===== config.mk =====
export PLATFORM = sky130hd
export DESIGN_NAME = fetch_buffer
export DESIGN_NICKNAME = d
export VERILOG_FILES = /design/src/rtl/fetch_buffer.sv
export SDC_FILE = /design/constraint.sdc
export NUM_CORES = 1
export LEC_CHECK = 0
export ABC_CLOCK_PERIOD_IN_PS = 13220
export CELL_PAD_IN_SITES_DETAIL_PLACEMENT = 1
export CELL_PAD_IN_SITES_GLOBAL_PLACEMENT = 2
export CORE_MARGIN = 10
export CORE_UTILIZATION = 40
export CTS_CLUSTER_SIZE = 20
export DETAILED_ROUTE_END_ITERATION = 6
export GPL_ROUTABILITY_DRIVEN = 0
export PLACE_DENSITY_LB_ADDON = 0.1
export SLEW_MARGIN = 30
export SYNTH_ARGS = -nofsm -noshare
export SYNTH_HDL_FRONTEND = slang
export SYNTH_SLANG_ARGS = --single-unit

===== constraint.sdc =====
create_clock -name clk -period 13.22 [get_ports clk]
set_clock_uncertainty 0.1 [all_clocks]
set_input_delay 3.305 -clock clk [delete_from_list [all_inputs] [get_ports clk]]
set_output_delay 3.305 -clock clk [all_outputs]
set_load 0.02 [all_outputs]

===== src/rtl/fetch_buffer.sv =====
// ============================================================================
//  Module      : fetch_buffer
//  Description : RV32I instruction fetch front-end. Issues sequential IMEM
//                word reads and queues {inst, pc} pairs for decode.
//  Revision    : 1.0 - initial release
// ============================================================================
`default_nettype none

module fetch_buffer #(
    parameter int unsigned            DEPTH      = 4,
    parameter int unsigned            ADDR_WIDTH = 32,
    parameter int unsigned            INST_WIDTH = 32,
    parameter logic [ADDR_WIDTH-1:0]  RESET_PC   = '0
) (
    input  logic                  clk,
    input  logic                  rst,
    output logic [ADDR_WIDTH-1:0] I_MEM_addr,
    output logic                  I_MEM_memRead,
    input  logic [INST_WIDTH-1:0] I_MEM_dataOut,
    input  logic                  redirect_valid,
    input  logic [ADDR_WIDTH-1:0] redirect_pc,
    output logic                  inst_valid,
    output logic [INST_WIDTH-1:0] inst,
    output logic [ADDR_WIDTH-1:0] inst_pc,
    input  logic                  inst_ready
);

    localparam int unsigned PTR_W = $clog2(DEPTH);
    localparam int unsigned CNT_W = $clog2(DEPTH + 1);
    localparam logic [CNT_W:0] C_DEPTH = (CNT_W + 1)'(DEPTH);

    logic [ADDR_WIDTH-1:0] fetch_pc_q, fetch_pc_d;
    logic                  resp_pending_q, resp_pending_d;
    logic [ADDR_WIDTH-1:0] resp_pc_q, resp_pc_d;
    logic [PTR_W-1:0]      wr_ptr_q, wr_ptr_d;
    logic [PTR_W-1:0]      rd_ptr_q, rd_ptr_d;
    logic [CNT_W-1:0]      count_q, count_d;
    logic [INST_WIDTH-1:0] mem_inst_q [DEPTH];
    logic [ADDR_WIDTH-1:0] mem_pc_q   [DEPTH];

    logic [CNT_W:0]        occupancy;
    logic                  issue;
    logic                  push;
    logic                  pop;

    // Reserve a slot for the in-flight response; a same-cycle pop is not credited.
    assign occupancy = {1'b0, count_q} + {{CNT_W{1'b0}}, resp_pending_q};
    assign issue     = !rst && !redirect_valid && (occupancy < C_DEPTH);
    assign push      = resp_pending_q && !redirect_valid;
    assign pop       = inst_valid && inst_ready && !redirect_valid;

    assign I_MEM_addr    = fetch_pc_q;
    assign I_MEM_memRead = issue;
    assign inst_valid    = (count_q != '0);
    assign inst          = mem_inst_q[rd_ptr_q];
    assign inst_pc       = mem_pc_q[rd_ptr_q];

    always_comb begin
        fetch_pc_d     = fetch_pc_q;
        resp_pending_d = 1'b0;
        resp_pc_d      = resp_pc_q;
        wr_ptr_d       = wr_ptr_q;
        rd_ptr_d       = rd_ptr_q;
        count_d        = count_q;

        if (redirect_valid) begin
            fetch_pc_d = {redirect_pc[ADDR_WIDTH-1:2], 2'b00};
            wr_ptr_d   = '0;
            rd_ptr_d   = '0;
            count_d    = '0;
        end else begin
            if (issue) begin
                fetch_pc_d     = fetch_pc_q + ADDR_WIDTH'(4);
                resp_pending_d = 1'b1;
                resp_pc_d      = fetch_pc_q;
            end
            if (push) begin
                wr_ptr_d = wr_ptr_q + PTR_W'(1);
            end
            if (pop) begin
                rd_ptr_d = rd_ptr_q + PTR_W'(1);
            end
            case ({push, pop})
                2'b10:   count_d = count_q + CNT_W'(1);
                2'b01:   count_d = count_q - CNT_W'(1);
                default: count_d = count_q;
            endcase
        end
    end

    always_ff @(posedge clk or posedge rst) begin
        if (rst) begin
            fetch_pc_q     <= RESET_PC;
            resp_pending_q <= 1'b0;
            resp_pc_q      <= '0;
            wr_ptr_q       <= '0;
            rd_ptr_q       <= '0;
            count_q        <= '0;
            for (int i = 0; i < int'(DEPTH); i++) begin
                mem_inst_q[i] <= '0;
                mem_pc_q[i]   <= '0;
            end
        end else begin
            fetch_pc_q     <= fetch_pc_d;
            resp_pending_q <= resp_pending_d;
            resp_pc_q      <= resp_pc_d;
            wr_ptr_q       <= wr_ptr_d;
            rd_ptr_q       <= rd_ptr_d;
            count_q        <= count_d;
            if (push) begin
                mem_inst_q[wr_ptr_q] <= I_MEM_dataOut;
                mem_pc_q[wr_ptr_q]   <= resp_pc_q;
            end
        end
    end

endmodule

`default_nettype wire


## Word level (Yosys, flattened, before mapping)

Index checks and enable logic that the tools add are counted.

| operators by class | value |
|---|---|
| shifts and indexed selects | 0 |
| div/mod/pow operators | 0 |
| equality and inequality tests | 2 |
| reductions and logical operators | 14 |
| multiply operators | 0 |
| muxes and demuxes | 20 |
| bitwise gates (word level) | 3 |
| $lt $le $gt $ge | 4 |
| $add $sub $neg | 6 |

Operators with widths:

| cell | number |
|---|---|
| $bwmux W128 | 2 |
| $mux W32 | 7 |
| $bmux W32 S2 | 2 |
| $demux W32 S2 | 1 |
| $add A32 B3 Y32 const B | 1 |
| $mux W2 | 4 |
| $ge A3 B3 Y1 const B | 2 |
| $logic_and A1 B1 Y1 | 6 |
| $not A2 Y3 | 2 |
| $pmux W3 S2 | 1 |
| $reduce_bool A2 Y1 | 3 |
| $reduce_bool A3 Y1 | 2 |
| $add A2 B1 Y2 const B | 2 |
| $add A3 B1 Y4 | 1 |
| $lt A4 B3 Y1 const B | 1 |
| $add A3 B1 Y3 const B | 1 |
| $lt A3 B1 Y1 const B | 1 |
| $mux W3 | 1 |
| $sub A3 B1 Y3 const B | 1 |
| $eq A2 B1 Y1 const B | 1 |
| $eq A2 B2 Y1 const B | 1 |
| $logic_not A1 Y1 | 2 |
| $mux W1 | 2 |
| $reduce_and A2 Y1 | 1 |
| $not A1 Y1 | 1 |

| storage, ports and cells | value |
|---|---|
| output and inout port bits | 98 |
| bits in registers | 328 |
| input port bits | 68 |
| bits in writable memories | 0 |
| word-level logic and storage cells | 63 |
| latch bits | 0 |
| memory bits (read-only) | 0 |
| memories | 0 |

## Depth between registers and ports, before layout

| depth | value |
|---|---|
| depth in word-level cells | 6 |
| mapped depth | 9 |
| mapped depth without buffers | 7 |

## Worst setup path before layout

OpenSTA, ideal clock, no wires.

| timing | value |
|---|---|
| path type | input to output |
| from | input redirect_valid |
| to | output I_MEM_memRead |
| arrival time | 4.537 ns |
| path slack | 5.278 ns |
| required time | 9.815 ns |
| stages on the path | 5 |
| buffers on the path | 3 |
| path through | or4_1 buf_4 clkbuf_1 clkbuf_1 inv_1 |

| between the ends | value |
|---|---|
| cells in the longest elaborated chain, start to end | 3 |

RTL lines:

| item | line | source |
|---|---|---|
| start, declared | 20 | `input logic redirect_valid,` |
| $logic_not A1 Y1 | 48 | `assign issue = !rst && !redirect_valid && (occupancy < C_DEPTH);` |
| $logic_and A1 B1 Y1 (2 in series) | 48 |  |
| end, declared | 18 | `output logic I_MEM_memRead,` |

Every way passes these cells.

## Final worst setup path

| timing | value |
|---|---|
| from | input rst |
| to | output I_MEM_memRead |

| between the ends | value |
|---|---|
| cells in the longest elaborated chain, start to end | 3 |

RTL lines:

| item | line | source |
|---|---|---|
| start, declared | 16 | `input logic rst,` |
| $logic_not A1 Y1 (no line) | -- |  |
| $logic_and A1 B1 Y1 (2 in series) | 48 |  |

Every way passes these cells.

==> results_dict.tcl <==
set metrics [dict create \
    synthAdderAreaFrac 0.00587 \
    setup.worst_path.end "I_MEM_memRead" \
    fmax_mhz 115 \
    synth_top_family_by_area "multiplexers" \
    antenna_found_initial 0 \
    period_share 0.658 \
    dp_hpwl_um 21700 \
    synth_top_area_share 0.562 \
    synthFlopType "dfrtp_1" \
    required_ps 9810 \
    post-place-ws_ps 4530 \
    crit_path_end_kind "output pin" \
    worstSetupStartpoint "rst" \
    grt_pass1_wl_um 57600 \
    hold_class "flip-flop to flip-flop" \
    cts_max_level 2 \
    multi_input_area_mm2 0.00587 \
    synthMostInstantiatedCell "dfrtp_1" \
    seq_area_mm2 0.00792 \
    maxCapViolations 0 \
    synth-seq-cells 316 \
    dieArea_mm2 0.0431 \
    ctsHoldBuffers 0 \
    power_per_cell_area_mw_per_mm2 210 \
    fill_cells 3412 \
    clockRootBuffer "clkbuf_16" \
    yosys.area_share.simple 0.0753 \
    synth_area_leaders "dfrtp_1 (56%), mux2_2 (20%), mux4_2 (9.9%)" \
    syn_avg_cell_area_um2 14.0 \
    clock_sinks 316 \
    num_rows 68 \
    grt_pass1_vias 9721 \
    drt_pass1_iterations 4 \
    nets 1224 \
    dr_total_vias 8754 \
    die_x_um 208 \
    synth-async-reset-ratio 1.00 \
    wl_um 35100 \
    fin_crit_ps 8690 \
    r2r_end "I_MEM_addr[24]" \
    reg2reg_from "resp_pending_q" \
    yosys.area.top_type "dfrtp_1" \
    status "complete, no violations" \
    num_antenna_cells 0 \
    numPortBuffers 159 \
    maxSlewHeadroom 0.401 \
    critPathMaxFanout 2 \
    report.final.setup_viol 0 \
    rsz0062_at_grt "false" \
    tns_ps 0 \
    grt_overflow_total 0 \
    synth_edf_count 0 \
    post-route-drc-count 0 \
    worstMarginPinSlew_ps 896 \
    peakVddDrop_uv 96.8 \
    syn_inst 1001 \
    antenna_left 0 \
    rr_worst_depth 7 \
    wl_per_cell_um 21.5 \
    drt_iter0_drc 404 \
    slew_viol_final 0 \
    drive_gt1_frac 0.335 \
    clk_path_buf_depth 3 \
    initial_utilization 0.406 \
    p_leak_nw 7.88 \
    hold_violations 0 \
    reg2reg_slack_ps 10000 \
    numCtsBuffers 38 \
    muxShareOfSynthArea 0.296 \
    synth_xor_area_frac 0.00498 \
    synth.cell_area_mm2 0.0141 \
    syn_to_final_growth_pct 24.1 \
    coreArea_mm2 0.0346 \
    num_io_pins 166 \
    die_h_um 208 \
    final.setup.worst_slack_ps 4530 \
    path_clk_slew_ps 60 \
    synthDistinctLibCells 48 \
    synthTopCellsByCount "dfrtp_1 (316), mux2_2 (244), nand2_1 (120)" \
    yosys_warnings 0 \
    critPathKind "input port to output pin" \
    viasPerCell 5.36 \
    grt_use_total 0.163 \
    grt_start_max_net_pins 176 \
    synth-seq-area-share 0.562 \
    synth_compound_area_frac 0.0312 \
    cts_setup_buffers 0 \
    post_cts_resized 0 \
    worstSetupStartpointType "input port" \
    worstSkewPairLatency_ps 520 \
    arrival_ps 5290 \
    cts_tree "done" \
]
==> flip-flops by register name, summed over array words and instances, names as in the netlist <==
name	cells
mem_inst_q	128
mem_pc_q	120
I_MEM_addr	30
resp_pc_q	30
count_q	3
rd_ptr_q	2
wr_ptr_q	2
resp_pending_q	1
==> worst min path at each step <==
| stage | start | to | slack (ps) | depth (start not counted) |
|---|---|---|---|---|
| floorplan | mem_pc_q[48] | mem_pc_q[48] | 340 | 2 |
| global placement | mem_pc_q[16] | mem_pc_q[16] | 360 | 2 |
| detailed placement | mem_pc_q[80] | mem_pc_q[80] | 370 | 2 |
| CTS | mem_pc_q[80] | mem_pc_q[80] | 380 | 2 |
| global route | mem_inst_q[48] | mem_inst_q[48] | 410 | 1 |
| finish | mem_pc_q[112] | mem_pc_q[112] | 380 | 2 |
==> critical path, cell delays in order <==
cell and delay (ps):
clkdlybuf4s50_1 550, or4_2 720, inv_1 100, clkdlybuf4s50_1 610
==> cell type report <==
| cell class | instances | share of cell area |
|---|---|---|
| Sequential cell | 316 | 0.454 |
| Tap cell | 455 | 0.0326 |
| Multi-Input combinational cell | 610 | 0.336 |
| Clock inverter | 13 | 0.0109 |
| Timing Repair Buffer | 170 | 0.0996 |
| Clock buffer | 54 | 0.0631 |
| Inverter | 14 | 0.00387 |
==> per-stage QoR <==
stage | hold slack [ps] | instances | instance area, um2 | total power [W] | util
after floorplan | 345 | 1004 | 14100 | 0.00215 | -
after global placement | 362 | 1562 | 16100 | 0.00261 | 0.464
after detailed placement | 371 | 1564 | 16100 | 0.00264 | 0.466
after CTS | 384 | 1631 | 17400 | 0.00374 | 0.503
after global routing | 413 | 1632 | 17500 | 0.00389 | 0.504
final | 380 | 1632 | 17500 | 0.00367 | 0.504
==> layer usage <==
metal / vias to the layer above / GRT usage / routed length [um]
met1: 4605 / 0.227 / 16900
met5: - / 0 / 0
met2: 156 / 0.253 / 15900
met4: 0 / 0.0399 / 568
li1: 3952 / - / -
met3: 41 / 0.0379 / 1710
==> power by group <==
part / switching [W] / internal [W] / leakage, nW
clock network: 0.000404 / 0.000660 / 0.639
registers: 0.000207 / 0.00126 / 4.12
logic: 0.000506 / 0.000630 / 3.13
total: 0.00112 / 0.00255 / 7.88
==> logic make-up after synthesis <==
kind of cell	Yosys count
simple gates	218
flops	316
buf+inv	78
xor+xnor	8
other cells	1
mux	308
fa+ha+maj	6
compound gates	66
==> cell usage in the layout, fill, tap and decap left out, types with 5 or more instances in the layout <==
cell               n
dfrtp_1          314
nand4_1           10
clkinv_2           5
nor2b_1            9
or3_1              8
inv_1             12
nand2_1          116
a21oi_1            6
o311ai_0           7
mux2_2           244
clkbuf_8           9
clkdlybuf4s50_1  158
clkbuf_1           7
o211ai_1           7
ha_1               5
nand3_1           24
o21ai_0           28
mux4_2            62
clkbuf_16         38
nor2_1            20
a221o_1            5
(Power assumes the default switching activity.)
==> RTL edit: new RTL, same flow settings <==
Change the parameter `INST_WIDTH` from 32 to 64.
--- a/src/rtl/fetch_buffer.sv
+++ b/src/rtl/fetch_buffer.sv
@@ -10,5 +10,5 @@
     parameter int unsigned            DEPTH      = 4,
     parameter int unsigned            ADDR_WIDTH = 32,
-    parameter int unsigned            INST_WIDTH = 32,
+    parameter int unsigned            INST_WIDTH = 64,
     parameter logic [ADDR_WIDTH-1:0]  RESET_PC   = '0
 ) (
Interface: changed (resized I_MEM_dataOut and inst); port bits go from 166 to 230. No check against the original RTL was run, so the function may have changed too.
==> RTL edit against the unedited design <==
Worst setup slack got worse by 990 ps. Power rose by 39%. Cell area rose by 37%. Combinational power rose by 46%. Sequential cell count rose by 128. Area after synthesis rose by 38%. Wire length rose by 37%. Highest routed layer unchanged.
==> RTL edit: results (changes against the unedited design) <==
run status: complete, no violations
largest net degree at the start of global routing: 186 (+5.7%)
WL per Instance: 22.4 um (+4.2%)
M1 GR Usage: 0.218 (-0.00837)
Post-synth top cells: dfrtp_1 (444), mux2_2 (376), nand2_1 (126)
first-pass GRT wire length: 77.2 mm (+34%)
Routed met3 length: 2.49 mm (+46%)
Crit-path slowest cell: clkdlybuf4s50_1
Post-Synth XOR/XNOR Area: 0.00360 (-0.00138)
DP HPWL: 29.4 mm (+35%)
layout cells sized above 1: 0.373 (+0.0382)
largest cells by area after synthesis: dfrtp_1 (57%), mux2_2 (22%), mux4_2 (11%)
Vias: 11617 (+33%)
hold path cells: 1 (-1)
relative slew slack: 0.362 (-0.0394)
total track usage: 0.170 (+0.00665)
leakage dissipation: 10.8 nW (+37%)
R2R depth: 4 (-3)
mux share of post-synthesis cell area: 0.328 (+0.0321)
top-area cell type share of the netlist area: 0.571 (+0.00906)
Seq/Total Area, Yosys: 0.571 (+0.00906)
CTS Buf Count: 50 (+32%)
fillers: 4636 (+36%)
Final nets: 1610 (+32%)
Skew-Pair Late Insertion Delay: 580 ps (+60 ps)
IO Port Bufs: 223 (+40%)
Synth Area in Adders: 0.00425 (-0.00163)
biggest regs: mem_inst_q (256), mem_pc_q (120)
CP peak stage delay: 670 ps (-50 ps)
[RTL edit: power by group through the flow]
stage,Clock [mW],Combinational [mW],Sequential (mW)
floorplan,0,1.07,1.98
global placement,0,1.67,2.05
detailed placement,0,1.70,2.08
CTS,1.42,1.71,2.06
global route,1.49,1.79,2.12
finish,1.37,1.67,2.05
[RTL edit: area by class of cell]
class                      instances  share of cell area
clock buffer                      81              0.0649
clock inverter                     6             0.00351
multi-input combinational        759               0.332
sequential                       444               0.466
inverter                          12             0.00225
timing repair buffer             237              0.0999
tap                              615              0.0322
[RTL edit: worst paths after layout]
| check | start | end | slack (ps) |
|---|---|---|---|
| min in group asynchronous | rst | count_q[2]$_DFFE_PP0P_ | 3100 |
| worst max register to register | resp_pending_q$_DFF_PP0_ | mem_inst_q[49]$_DFFE_PP0P_ | 10120 |
| max in group asynchronous | rst | mem_inst_q[249]$_DFFE_PP0P_ | 7980 |
| worst min register to register | mem_inst_q[240]$_DFFE_PP0P_ | mem_inst_q[240]$_DFFE_PP0P_ | 400 |
| worst min-delay path | mem_inst_q[240]$_DFFE_PP0P_ | mem_inst_q[240]$_DFFE_PP0P_ | 400 |
| worst max-delay path | redirect_valid | I_MEM_memRead | 3530 |
[RTL edit: metrics by stage]
stage / instances / total power [mW] / cell area (sq um) / setup WS [ps] / hold slack [ps]
after floorplan: 1302 / 3.05 / 19500 / 3810 / 374
after global placement: 2066 / 3.72 / 22200 / 3510 / 381
after detailed placement: 2066 / 3.78 / 22200 / 3490 / 389
after CTS: 2153 / 5.19 / 23900 / 3480 / 401
after global routing: 2154 / 5.39 / 23900 / 3310 / 408
final: 2154 / 5.09 / 23900 / 3530 / 399
